`config.mk`:
```
export PLATFORM = sky130hd
export DESIGN_NAME = ternary_conv_sequencer
export DESIGN_NICKNAME = d
export VERILOG_FILES = /design/src/rtl/ternary_conv_pkg.sv /design/src/rtl/ternary_conv_sequencer_tap_table.sv /design/src/rtl/ternary_conv_sequencer.sv
export SDC_FILE = /design/constraint.sdc
export NUM_CORES = 1
export LEC_CHECK = 0
export CORE_MARGIN = 8
export CORE_UTILIZATION = 60
export DETAILED_ROUTE_END_ITERATION = 8
export PLACE_DENSITY_LB_ADDON = 0.25
export SETUP_SLACK_MARGIN = 0.1
export SYNTH_ARGS = -nofsm -noshare
export SYNTH_HDL_FRONTEND = slang
export SYNTH_SLANG_ARGS = --single-unit
```
`constraint.sdc`:
```
create_clock -name clk -period 4.6 [get_ports clk]
set_input_delay 0.92 -clock clk [delete_from_list [all_inputs] [get_ports clk]]
set_output_delay 0.92 -clock clk [all_outputs]
set_load 0.02 [all_outputs]
```
`src/rtl/ternary_conv_pkg.sv`:
```
// Shared types and constants for the ternary 3x3 convolution sequencer.
package ternary_conv_pkg;

  localparam int unsigned NTAPS  = 9;
  localparam int unsigned KDIM   = 3;
  localparam int unsigned OFF_W  = 8;
  localparam int unsigned TIDX_W = 4;

  localparam logic [1:0] W_POS  = 2'b01;
  localparam logic [1:0] W_ZERO = 2'b00;
  localparam logic [1:0] W_NEG  = 2'b11;

  typedef enum logic [2:0] {
    IDLE,
    SCAN,
    FETCH,
    DRAIN,
    OUT
  } state_t;

  typedef struct packed {
    logic [OFF_W-1:0] offset;
    logic [1:0]       sign0;
    logic [1:0]       sign1;
  } tap_t;

  function automatic logic w_nonzero(input logic [1:0] w);
    return (w == W_POS) || (w == W_NEG);
  endfunction

  // The unused code 2'b10 collapses to zero.
  function automatic logic [1:0] w_norm(input logic [1:0] w);
    return w_nonzero(w) ? w : W_ZERO;
  endfunction

endpackage

```
`src/rtl/ternary_conv_sequencer_tap_table.sv`:
```
// Ternary weight store plus compaction of nonzero taps into a dense list.
module ternary_tap_table
  import ternary_conv_pkg::*;
#(
  parameter int unsigned IMG_W = 5
) (
  input  logic              clk,
  input  logic              reset,
  input  logic              wr_en,
  input  logic              wr_filt,
  input  logic [3:0]        wr_idx,
  input  logic [1:0]        wr_w,
  input  logic              scan_clear,
  input  logic              scan_en,
  input  logic [TIDX_W-1:0] scan_k,
  input  logic [TIDX_W-1:0] rd_idx,
  output tap_t              rd_entry_c,
  output logic [TIDX_W-1:0] ntaps,
  output logic [TIDX_W-1:0] ntaps_nxt_c
);

  logic [1:0]        w0 [NTAPS];
  logic [1:0]        w1 [NTAPS];
  tap_t              list [NTAPS];
  tap_t              new_entry_c;
  logic              append_c;
  logic [TIDX_W-1:0] ky_c;
  logic [TIDX_W-1:0] kx_c;

  // Candidate entry for tap scan_k; the read port bypasses an entry being appended.
  always_comb begin
    ky_c               = scan_k / TIDX_W'(KDIM);
    kx_c               = scan_k % TIDX_W'(KDIM);
    new_entry_c.offset = OFF_W'(ky_c) * OFF_W'(IMG_W) + OFF_W'(kx_c);
    new_entry_c.sign0  = w_norm(w0[scan_k]);
    new_entry_c.sign1  = w_norm(w1[scan_k]);
    append_c           = scan_en && ((new_entry_c.sign0 != W_ZERO) || (new_entry_c.sign1 != W_ZERO));
    ntaps_nxt_c        = scan_clear ? '0 : ntaps + TIDX_W'(append_c);
    rd_entry_c         = '0;
    if (append_c && (rd_idx == ntaps)) begin
      rd_entry_c = new_entry_c;
    end else if (rd_idx < TIDX_W'(NTAPS)) begin
      rd_entry_c = list[rd_idx];
    end
  end

  always_ff @(posedge clk) begin
    if (reset) begin
      ntaps <= '0;
      for (int unsigned i = 0; i < NTAPS; i++) begin
        w0[TIDX_W'(i)]   <= W_ZERO;
        w1[TIDX_W'(i)]   <= W_ZERO;
        list[TIDX_W'(i)] <= '0;
      end
    end else begin
      if (wr_en && (wr_idx < TIDX_W'(NTAPS))) begin
        if (wr_filt) begin
          w1[wr_idx] <= wr_w;
        end else begin
          w0[wr_idx] <= wr_w;
        end
      end
      if (append_c) begin
        list[ntaps] <= new_entry_c;
      end
      ntaps <= ntaps_nxt_c;
    end
  end

endmodule

```
`src/rtl/ternary_conv_sequencer.sv`:
```
// Sequences a two-filter ternary 3x3 convolution over an activation plane in external RAM.
module ternary_conv_sequencer
  import ternary_conv_pkg::*;
#(
  parameter int unsigned IMG_W  = 5,
  parameter int unsigned IMG_H  = 5,
  parameter int unsigned ACT_W  = 9,
  parameter int unsigned ACC_W  = 12,
  parameter int unsigned ADDR_W = 5,
  parameter int unsigned POS_W  = 4
) (
  input  logic              clk,
  input  logic              reset,
  input  logic              cfg_we,
  input  logic              cfg_filt,
  input  logic [3:0]        cfg_idx,
  input  logic [1:0]        cfg_w,
  input  logic              start,
  output logic              busy,
  output logic              done,
  output logic              act_re,
  output logic [ADDR_W-1:0] act_raddr,
  input  logic [ACT_W-1:0]  act_rdata,
  output logic              out_valid,
  input  logic              out_ready,
  output logic [POS_W-1:0]  out_pos,
  output logic [ACC_W-1:0]  out_f0,
  output logic [ACC_W-1:0]  out_f1
);

  localparam int unsigned OX_LAST = IMG_W - 3;
  localparam int unsigned OY_LAST = IMG_H - 3;

  state_t            state, state_nxt;
  logic              busy_nxt, done_nxt, act_re_nxt, out_valid_nxt;
  logic [ADDR_W-1:0] act_raddr_nxt;
  logic [POS_W-1:0]  out_pos_nxt;
  logic [ACC_W-1:0]  out_f0_nxt, out_f1_nxt;
  logic [ADDR_W-1:0] ox, oy, ox_nxt, oy_nxt, ox_adv, oy_adv;
  logic [ADDR_W-1:0] base_cur, base_adv, issue_base;
  logic              last_pos, issue;
  logic [TIDX_W-1:0] scan_k, scan_k_nxt, tcnt, tcnt_nxt, issue_t;
  logic [ACC_W-1:0]  acc0, acc1, acc0_nxt, acc1_nxt, acc0_upd, acc1_upd, act_ext;
  logic              acc_en, acc_en_nxt;
  logic [1:0]        acc_s0, acc_s1, acc_s0_nxt, acc_s1_nxt;
  logic [1:0]        tap_s0, tap_s1, tap_s0_nxt, tap_s1_nxt;

  logic              wr_en, scan_clear, scan_en;
  logic [TIDX_W-1:0] rd_idx, ntaps, ntaps_nxt;
  tap_t              rd_entry;

  assign wr_en      = cfg_we && (state == IDLE);
  assign scan_clear = start && (state == IDLE);
  assign scan_en    = (state == SCAN);
  assign rd_idx     = (state == FETCH) ? tcnt : '0;

  ternary_tap_table #(.IMG_W(IMG_W)) u_tap_table (
    .clk         (clk),
    .reset       (reset),
    .wr_en       (wr_en),
    .wr_filt     (cfg_filt),
    .wr_idx      (cfg_idx),
    .wr_w        (cfg_w),
    .scan_clear  (scan_clear),
    .scan_en     (scan_en),
    .scan_k      (scan_k),
    .rd_idx      (rd_idx),
    .rd_entry_c  (rd_entry),
    .ntaps       (ntaps),
    .ntaps_nxt_c (ntaps_nxt)
  );

  function automatic logic [ACC_W-1:0] acc_step(input logic [ACC_W-1:0] acc,
                                                input logic [1:0] s,
                                                input logic [ACC_W-1:0] a);
    case (s)
      W_POS:   return acc + a;
      W_NEG:   return acc - a;
      default: return acc;
    endcase
  endfunction

  // Read data of the previous cycle's fetch, folded into both accumulators.
  always_comb begin
    act_ext  = ACC_W'($signed(act_rdata));
    acc0_upd = acc_en ? acc_step(acc0, acc_s0, act_ext) : acc0;
    acc1_upd = acc_en ? acc_step(acc1, acc_s1, act_ext) : acc1;
    last_pos = (ox == ADDR_W'(OX_LAST)) && (oy == ADDR_W'(OY_LAST));
    ox_adv   = (ox == ADDR_W'(OX_LAST)) ? '0 : ox + ADDR_W'(1);
    oy_adv   = (ox == ADDR_W'(OX_LAST)) ? oy + ADDR_W'(1) : oy;
    base_cur = oy * ADDR_W'(IMG_W) + ox;
    base_adv = oy_adv * ADDR_W'(IMG_W) + ox_adv;
  end

  // Next state and next register values; outputs are registered one cycle ahead.
  always_comb begin
    state_nxt     = state;
    busy_nxt      = busy;
    done_nxt      = 1'b0;
    act_re_nxt    = 1'b0;
    act_raddr_nxt = act_raddr;
    out_valid_nxt = out_valid;
    out_pos_nxt   = out_pos;
    out_f0_nxt    = out_f0;
    out_f1_nxt    = out_f1;
    ox_nxt        = ox;
    oy_nxt        = oy;
    scan_k_nxt    = scan_k;
    tcnt_nxt      = tcnt;
    acc0_nxt      = acc0_upd;
    acc1_nxt      = acc1_upd;
    acc_en_nxt    = act_re;
    acc_s0_nxt    = tap_s0;
    acc_s1_nxt    = tap_s1;
    tap_s0_nxt    = tap_s0;
    tap_s1_nxt    = tap_s1;
    issue         = 1'b0;
    issue_t       = '0;
    issue_base    = base_cur;

    case (state)
      IDLE: begin
        if (start) begin
          state_nxt   = SCAN;
          busy_nxt    = 1'b1;
          scan_k_nxt  = '0;
          ox_nxt      = '0;
          oy_nxt      = '0;
          out_pos_nxt = '0;
          acc0_nxt    = '0;
          acc1_nxt    = '0;
        end
      end
      SCAN: begin
        scan_k_nxt = scan_k + TIDX_W'(1);
        if (scan_k == TIDX_W'(NTAPS - 1)) begin
          if (ntaps_nxt != '0) begin
            state_nxt = FETCH;
            issue     = 1'b1;
          end else begin
            state_nxt     = OUT;
            out_valid_nxt = 1'b1;
            out_f0_nxt    = acc0_upd;
            out_f1_nxt    = acc1_upd;
          end
        end
      end
      FETCH: begin
        if (tcnt == ntaps) begin
          state_nxt = DRAIN;
        end else begin
          issue   = 1'b1;
          issue_t = tcnt;
        end
      end
      DRAIN: begin
        state_nxt     = OUT;
        out_valid_nxt = 1'b1;
        out_f0_nxt    = acc0_upd;
        out_f1_nxt    = acc1_upd;
      end
      OUT: begin
        if (out_ready) begin
          acc0_nxt      = '0;
          acc1_nxt      = '0;
          out_valid_nxt = 1'b0;
          if (last_pos) begin
            state_nxt = IDLE;
            busy_nxt  = 1'b0;
            done_nxt  = 1'b1;
          end else begin
            ox_nxt      = ox_adv;
            oy_nxt      = oy_adv;
            out_pos_nxt = out_pos + POS_W'(1);
            if (ntaps != '0) begin
              state_nxt  = FETCH;
              issue      = 1'b1;
              issue_base = base_adv;
            end else begin
              out_valid_nxt = 1'b1;
              out_f0_nxt    = '0;
              out_f1_nxt    = '0;
            end
          end
        end
      end
      default: state_nxt = IDLE;
    endcase

    if (issue) begin
      act_re_nxt    = 1'b1;
      act_raddr_nxt = issue_base + ADDR_W'(rd_entry.offset);
      tap_s0_nxt    = rd_entry.sign0;
      tap_s1_nxt    = rd_entry.sign1;
      tcnt_nxt      = issue_t + TIDX_W'(1);
    end
  end

  always_ff @(posedge clk) begin
    if (reset) begin
      state     <= IDLE;
      busy      <= 1'b0;
      done      <= 1'b0;
      act_re    <= 1'b0;
      act_raddr <= '0;
      out_valid <= 1'b0;
      out_pos   <= '0;
      out_f0    <= '0;
      out_f1    <= '0;
      ox        <= '0;
      oy        <= '0;
      scan_k    <= '0;
      tcnt      <= '0;
      acc0      <= '0;
      acc1      <= '0;
      acc_en    <= 1'b0;
      acc_s0    <= W_ZERO;
      acc_s1    <= W_ZERO;
      tap_s0    <= W_ZERO;
      tap_s1    <= W_ZERO;
    end else begin
      state     <= state_nxt;
      busy      <= busy_nxt;
      done      <= done_nxt;
      act_re    <= act_re_nxt;
      act_raddr <= act_raddr_nxt;
      out_valid <= out_valid_nxt;
      out_pos   <= out_pos_nxt;
      out_f0    <= out_f0_nxt;
      out_f1    <= out_f1_nxt;
      ox        <= ox_nxt;
      oy        <= oy_nxt;
      scan_k    <= scan_k_nxt;
      tcnt      <= tcnt_nxt;
      acc0      <= acc0_nxt;
      acc1      <= acc1_nxt;
      acc_en    <= acc_en_nxt;
      acc_s0    <= acc_s0_nxt;
      acc_s1    <= acc_s1_nxt;
      tap_s0    <= tap_s0_nxt;
      tap_s1    <= tap_s1_nxt;
    end
  end

endmodule

```
==> After elaboration in Yosys (flattened, before gate mapping) <==
Memories as Yosys holds them, arrays and structs flattened. A register that Yosys moved wholly into a read port is not among the register bits.
Index checks and enable logic that the tools add are counted.
{ "totals": {"register_bits": 95, "wordCells": 198, "mem_bits_rw": 144, "mem_count": 3, "out_inout_bits": 37, "inputBits": 21} }
{ "memory_table": {"columns": ["name", "words", "width", "rd", "rd_ports_with_merged_regs", "write_ports", "line", "text"], "rows": [
  ["u_tap_table.list", 9, 12, 1, 0, 9, "ternary_conv_sequencer_tap_table.sv:24", "tap_t list [NTAPS];"],
  ["u_tap_table.w0", 9, 2, 1, 1, 9, "ternary_conv_sequencer_tap_table.sv:22", "logic [1:0] w0 [NTAPS];"],
  ["u_tap_table.w1", 9, 2, 1, 1, 9, "ternary_conv_sequencer_tap_table.sv:23", "logic [1:0] w1 [NTAPS];"]
]} }
{ "op_classes": {"bitwise": 2, "div": 2, "mux": 98, "n_eq_ne": 26, "magnitude_cmp": 2, "addsub": 14, "n_mul": 3, "reduce_logical": 27} }
{ "op_table": {"columns": ["operator", "n"], "rows": [
  ["$mux W12", 14],
  ["$pmux W12 S2", 4],
  ["$pmux W12 S3", 2],
  ["$mux W4", 14],
  ["$mux W5", 11],
  ["$mux W1", 32],
  ["$add A12 B12 Y12", 2],
  ["$sub A12 B12 Y12", 2],
  ["$mux W3", 7],
  ["$pmux W5 S2", 2],
  ["$mux W9", 2],
  ["$pmux W4 S2", 2],
  ["$add A5 B5 Y5", 3],
  ["$pmux W3 S5", 1],
  ["$ne A2 B2 Y1 const B", 7],
  ["$add A4 B1 Y4 const B", 3],
  ["$reduce_and A4 Y1", 3],
  ["$reduce_or A12 Y1", 1],
  ["$add A5 B1 Y5 const B", 2],
  ["$eq A5 B2 Y1 const B", 2],
  ["$mul A5 B3 Y5 const B", 2],
  ["$add A7 B4 Y8", 1],
  ["$eq A2 B1 Y1 const B", 4],
  ["$eq A2 B2 Y1 const B", 4],
  ["27 further kinds", 47]
]} }

==> Longest topological paths before layout <==
{ "depth": {"depth_word": 13, "mapped_depth": 20, "mapped_depth_nobuf": 20} }

==> By module <==
From an unflattened synthesis, not the netlist that was laid out.
{ "hier_totals": {"cells_unflattened": 1312, "hier_area_um2": 13838.3} }
{ "by_module_without_submodules": {"columns": ["mod", "area_per_inst_um2", "cells_each", "instances", "seq_area_each_um2"], "rows": [
  ["ternary_tap_table", 7978.9, 636, 1, 4704.5],
  ["ternary_conv_sequencer", 5859.4, 676, 1, 1821.7]
]} }

==> Least setup slack after synthesis <==
No wires, ideal clock.
{ "synth_timing": {"path_type": "reg-to-reg", "start": "register scan_k[2]", "end": "register act_raddr[4]", "stages_incl_launch_ff": 21, "setup_time_ns": 0.130, "t_arrival_ns": 3.961, "synth_period_minus_slack_ns": 4.091, "n_path_buf": 0, "path_slack_ns": 0.509, "required_ns": 4.470, "path_cell_list": "dfxtp_1 > nor2b_1 > ha_1 > nor2_1 > nand2_1 > xnor2_1 > ha_1 > nor2_1 > nand2_1 > mux2_2 > ha_1 > ha_1 > fa_1 > nand2_1 > o21ai_0 > ha_1 > a21o_1 > a21oi_1 > xnor2_1 > xnor2_1 > o22ai_1"} }
{ "synth_lines": {"columns": ["item", "line", "text"], "rows": [
  ["start, declared", "ternary_conv_sequencer.sv:42", "logic [TIDX_W-1:0] scan_k, scan_k_nxt, tcnt, tcnt_nxt, issue_t;"],
  ["start signal, assigned", "ternary_conv_sequencer.sv:233", "scan_k <= scan_k_nxt;"],
  ["end signal, assigned", "ternary_conv_sequencer.sv:226", "act_raddr <= act_raddr_nxt;"],
  ["end, declared", "ternary_conv_sequencer.sv:22", "output logic [ADDR_W-1:0] act_raddr,"]
]} }

==> impl_metrics.tcl <==
set metrics [dict create \
    grt_usage_pct 23.03 \
    min_to "acc_s0[1]$_SDFF_PP0_" \
    crit_buf_inv 0 \
    rsz0062_at_grt "false" \
    cts.sinks 244 \
    required_ns 5.01 \
    htree_num_levels 1 \
    end_kind "flop" \
    mostFrequentLayoutCells "nor2_1 (239), edfxtp_1 (145), dfxtp_1 (97), a21oi_1 (80), nand2_1 (73)" \
    p_clk_share_pct 37.1 \
    ioPinCount 58 \
    cp-startpoint "scan_k[2]$_SDFFE_PP0P_" \
    avgSynthCellArea_sq_um 10.18 \
    power.total_mw 5.626 \
    synth_edf_count 145 \
    holdPathStages 2 \
    synthArstFlopShare_pct 0 \
    grt_max_degree 41 \
    antenna_found_initial 0 \
    rows 54 \
    crit_top_cell "ha_1" \
    min_from "acc_s0_nxt[1]$_SDFFE_PP0P_" \
    irDropWorstVdd_mv 0.3006 \
    yosysUniqueCellTypes 82 \
    critPathArrivalTime_ns 4.68 \
    p_seq_share_pct 43.9 \
    regToRegSetupSlack_ns 0.33 \
    coreArea_sq_um 21690 \
    crit_path_top_delay_cell "fa_1" \
    place_congestion 0.9099 \
    period_needed_ns 4.266 \
    power_density_nw_per_um2 375.5 \
    finClkSkew_ns 0.01321 \
    num_antenna_cells 0 \
    dp.cells 1616 \
    dr.pass1.iters 5 \
    startpoint_type "flop" \
    report.final.slew_viol_count 0 \
    grt_overflow 0 \
    netSwitchingFraction_pct 28.58 \
    timing.rr.start "scan_k[2]$_SDFFE_PP0P_" \
    wl_per_cell_um 18.63 \
    clk_latency_ns 0.54 \
    relSlewSlack_pct 23.62 \
    hp-class "reg2reg" \
    seq_area_frac_synth_pct 48.05 \
    io_buffers 57 \
    ys.flop_type "edfxtp_1" \
    setup_ws_ns 0.3337 \
    cp_top_family "adder cells" \
    cap_violations 0 \
    dp_hpwl_um 21830 \
    clk_pin_slew_worst_paths_ns 0.06 \
    cpPeakStageDelay_ns 0.46 \
    r2r_cells 20 \
    crit_type "reg2reg" \
    avgViaCountPerCell 5.980 \
    pre_cts_ws_ns 0.1358 \
    min_period_over_period_pct 92.75 \
    power.switching_mw 1.608 \
    ys_warn_count 0 \
    clock_path_buffers 3 \
    intPower_mw 4.018 \
    p_leak_nw 5.817 \
    grt_pass1_wl_um 49870 \
    ys_ff_latch 244 \
    tns_ns 0 \
    vias 9956 \
    die_area_sq_um 26980 \
    final_core_util_pct 69.08 \
    postSynthCellCount 1295 \
    final_common_cell "nor2_1" \
    ant_nets 0 \
    grt_pass1_vias 9796 \
    area_delta_synth_final_pct 13.63 \
    clockRootBuffer "clkbuf_16" \
    fmax_ghz 0.2344 \
    fin_nets 1458 \
    tritoncts "done" \
    worstPathCellList "nor2b_4, ha_2, nor2_1, nand2_2, xnor2_2, ha_2, nor2_1, nand2_1, mux2_2, ha_1, ha_1, fa_1, nand2_1, o21ai_0, ha_1, a21o_1, a21oi_1, xnor2_1, xnor2_1, o22ai_1" \
    final-instance-count-excl-fill 1665 \
    drive_gt1_share_pct 10.40 \
    routed_wl_um 31010 \
    drt_iter0_drc 910 \
    die_width_um 164.2 \
    die_h_um 164.2 \
    syn_area_sq_um 13190 \
    setup_violations 0 \
    nFillCells 1628 \
    combPwrFrac_pct 18.9 \
    status "finished clean" \
    worst_pin_slew_ns 1.146 \
    post_cts_buffers 0 \
    start_util_pct 60.80 \
    drc 0 \
    cts_buffers 27 \
    rr_endpoint "act_raddr[4]$_SDFFE_PP0P_" \
    final_hold_viol_count 0 \
    cp_max_fo 5 \
]
[logic make-up (layout without fill, tap and decap cells)]
| group | Yosys count | count (layout) | synth area share [%] |
|---|---|---|---|
| AO/OA/AOI/OAI | 250 | 250 | 12.63 |
| AND/OR/NAND/NOR | 498 | 498 | 18.03 |
| multiplexers | 61 | 61 | 6.519 |
| adder cells (fa/ha/maj) | 72 | 72 | 7.344 |
| XOR/XNOR | 54 | 54 | 3.691 |
| flip-flops | 244 | 244 | 48.05 |
| other | 1 | 28 | 0.02844 |
| buffers and inverters | 115 | 178 | 3.710 |
[worst min-delay path, stage by stage, from the launching register on]
cell and delay [ns]:
dfxtp_1 0.31, nand2b_1 0.07, inv_1 0.05
[registers in the layout (all words and copies together), names as in the netlist, 4 cells and up, named ones only]
| register | flops |
|---|---|
| ox | 5 |
| acc0 | 12 |
| oy | 5 |
| u_tap_table.w0 | 32 |
| u_tap_table.ntaps | 4 |
| acc1 | 12 |
| out_pos | 4 |
| out_f1 | 12 |
| u_tap_table.w1 | 32 |
| act_raddr | 5 |
| out_f0 | 12 |
| u_tap_table.list | 81 |
| tcnt | 4 |
| scan_k | 4 |
[synthesized netlist by cell type, types with 6 or more instances]
master | count | share of area [%]
o221ai_1 | 6 | 0.40
mux2_2 | 15 | 1.3
a21oi_1 | 80 | 3.0
nor2b_1 | 22 | 1.0
nand4_1 | 9 | 0.43
dfxtp_1 | 99 | 15
and3_1 | 10 | 0.47
clkbuf_1 | 45 | 1.3
o2111ai_1 | 6 | 0.40
or2_2 | 9 | 0.43
a21o_1 | 12 | 0.68
a211oi_1 | 10 | 0.57
nor3_1 | 21 | 0.80
inv_1 | 42 | 1.2
xor2_1 | 21 | 1.4
xnor2_1 | 32 | 2.1
mux2i_1 | 27 | 2.0
nor2_2 | 11 | 0.52
nand2_1 | 74 | 2.1
o21bai_1 | 17 | 0.97
o21ai_0 | 45 | 1.7
edfxtp_1 | 145 | 33
a22oi_1 | 16 | 0.91
buf_2 | 16 | 0.61
fa_1 | 9 | 1.4
mux4_2 | 18 | 3.1
nand3_1 | 22 | 0.84
ha_1 | 63 | 6.0
nand3b_1 | 10 | 0.57
and2_1 | 14 | 0.66
o21a_1 | 12 | 0.68
nor2_1 | 239 | 6.8
nand2b_1 | 24 | 1.1
[how the worst max path moves through the flow]
stage,cells past startpoint,endpoint,slack [ns]
after floorplan,20,act_raddr[4]$_SDFFE_PP0P_,0.51
after global placement,18,out_f0[11]$_SDFFE_PP0P_,0.27
after detailed placement,20,act_raddr[4]$_SDFFE_PP0P_,0.14
after CTS,20,act_raddr[4]$_SDFFE_PP0P_,0.10
after global routing,20,act_raddr[4]$_SDFFE_PP0P_,0.11
final,20,act_raddr[4]$_SDFFE_PP0P_,0.33
[layout make-up]
type / instances / area [sq um] / area share (%)
Multi-Input combinational cell: 963 / 6485 / 43.28
Clock buffer: 36 / 729.5 / 4.868
Inverter: 45 / 168.9 / 1.127
Sequential cell: 244 / 6339 / 42.30
Tap cell: 280 / 350.3 / 2.338
Clock inverter: 13 / 130.1 / 0.8685
Timing Repair Buffer: 84 / 780.7 / 5.211
[power by group through the flow]
stage,logic [mW],clock network [mW],registers (mW)
4_1_cts,1.06,2.12,2.47
2_1_floorplan,0.727,0,2.50
3_5_place_dp,1.05,0,2.52
5_1_grt,1.16,2.20,2.48
3_3_place_gp,1.03,0,2.51
6_report,1.06,2.09,2.47
[metrics by stage]
stage / hold WS (ns) / cell area [sq um]
after floorplan: 0.4093 / 13290
after global placement: 0.4258 / 14100
after detailed placement: 0.4353 / 14100
after CTS: 0.4548 / 14960
after global routing: 0.4763 / 14980
final: 0.4501 / 14980
[what timing repair did]
action                     CTS  global route
resized for setup            1             7
pin swaps                    0             1
cloned                       0             0
setup endpoints to repair    1             2
hold buffers                 0             0
[per-layer routing]
metal / vias up / share of wire [%] / global-route usage (%) / wire length, um
li1: 4741 / - / - / -
met1: 4790 / 41 / 28.88 / 12680
met2: 361 / 50 / 40.65 / 15480
met3: 64 / 6.5 / 3.033 / 2031
met4: 0 / 2.6 / 6.983 / 821
met5: - / 0 / 0 / 0
Power figures use the tool's default switching activity.
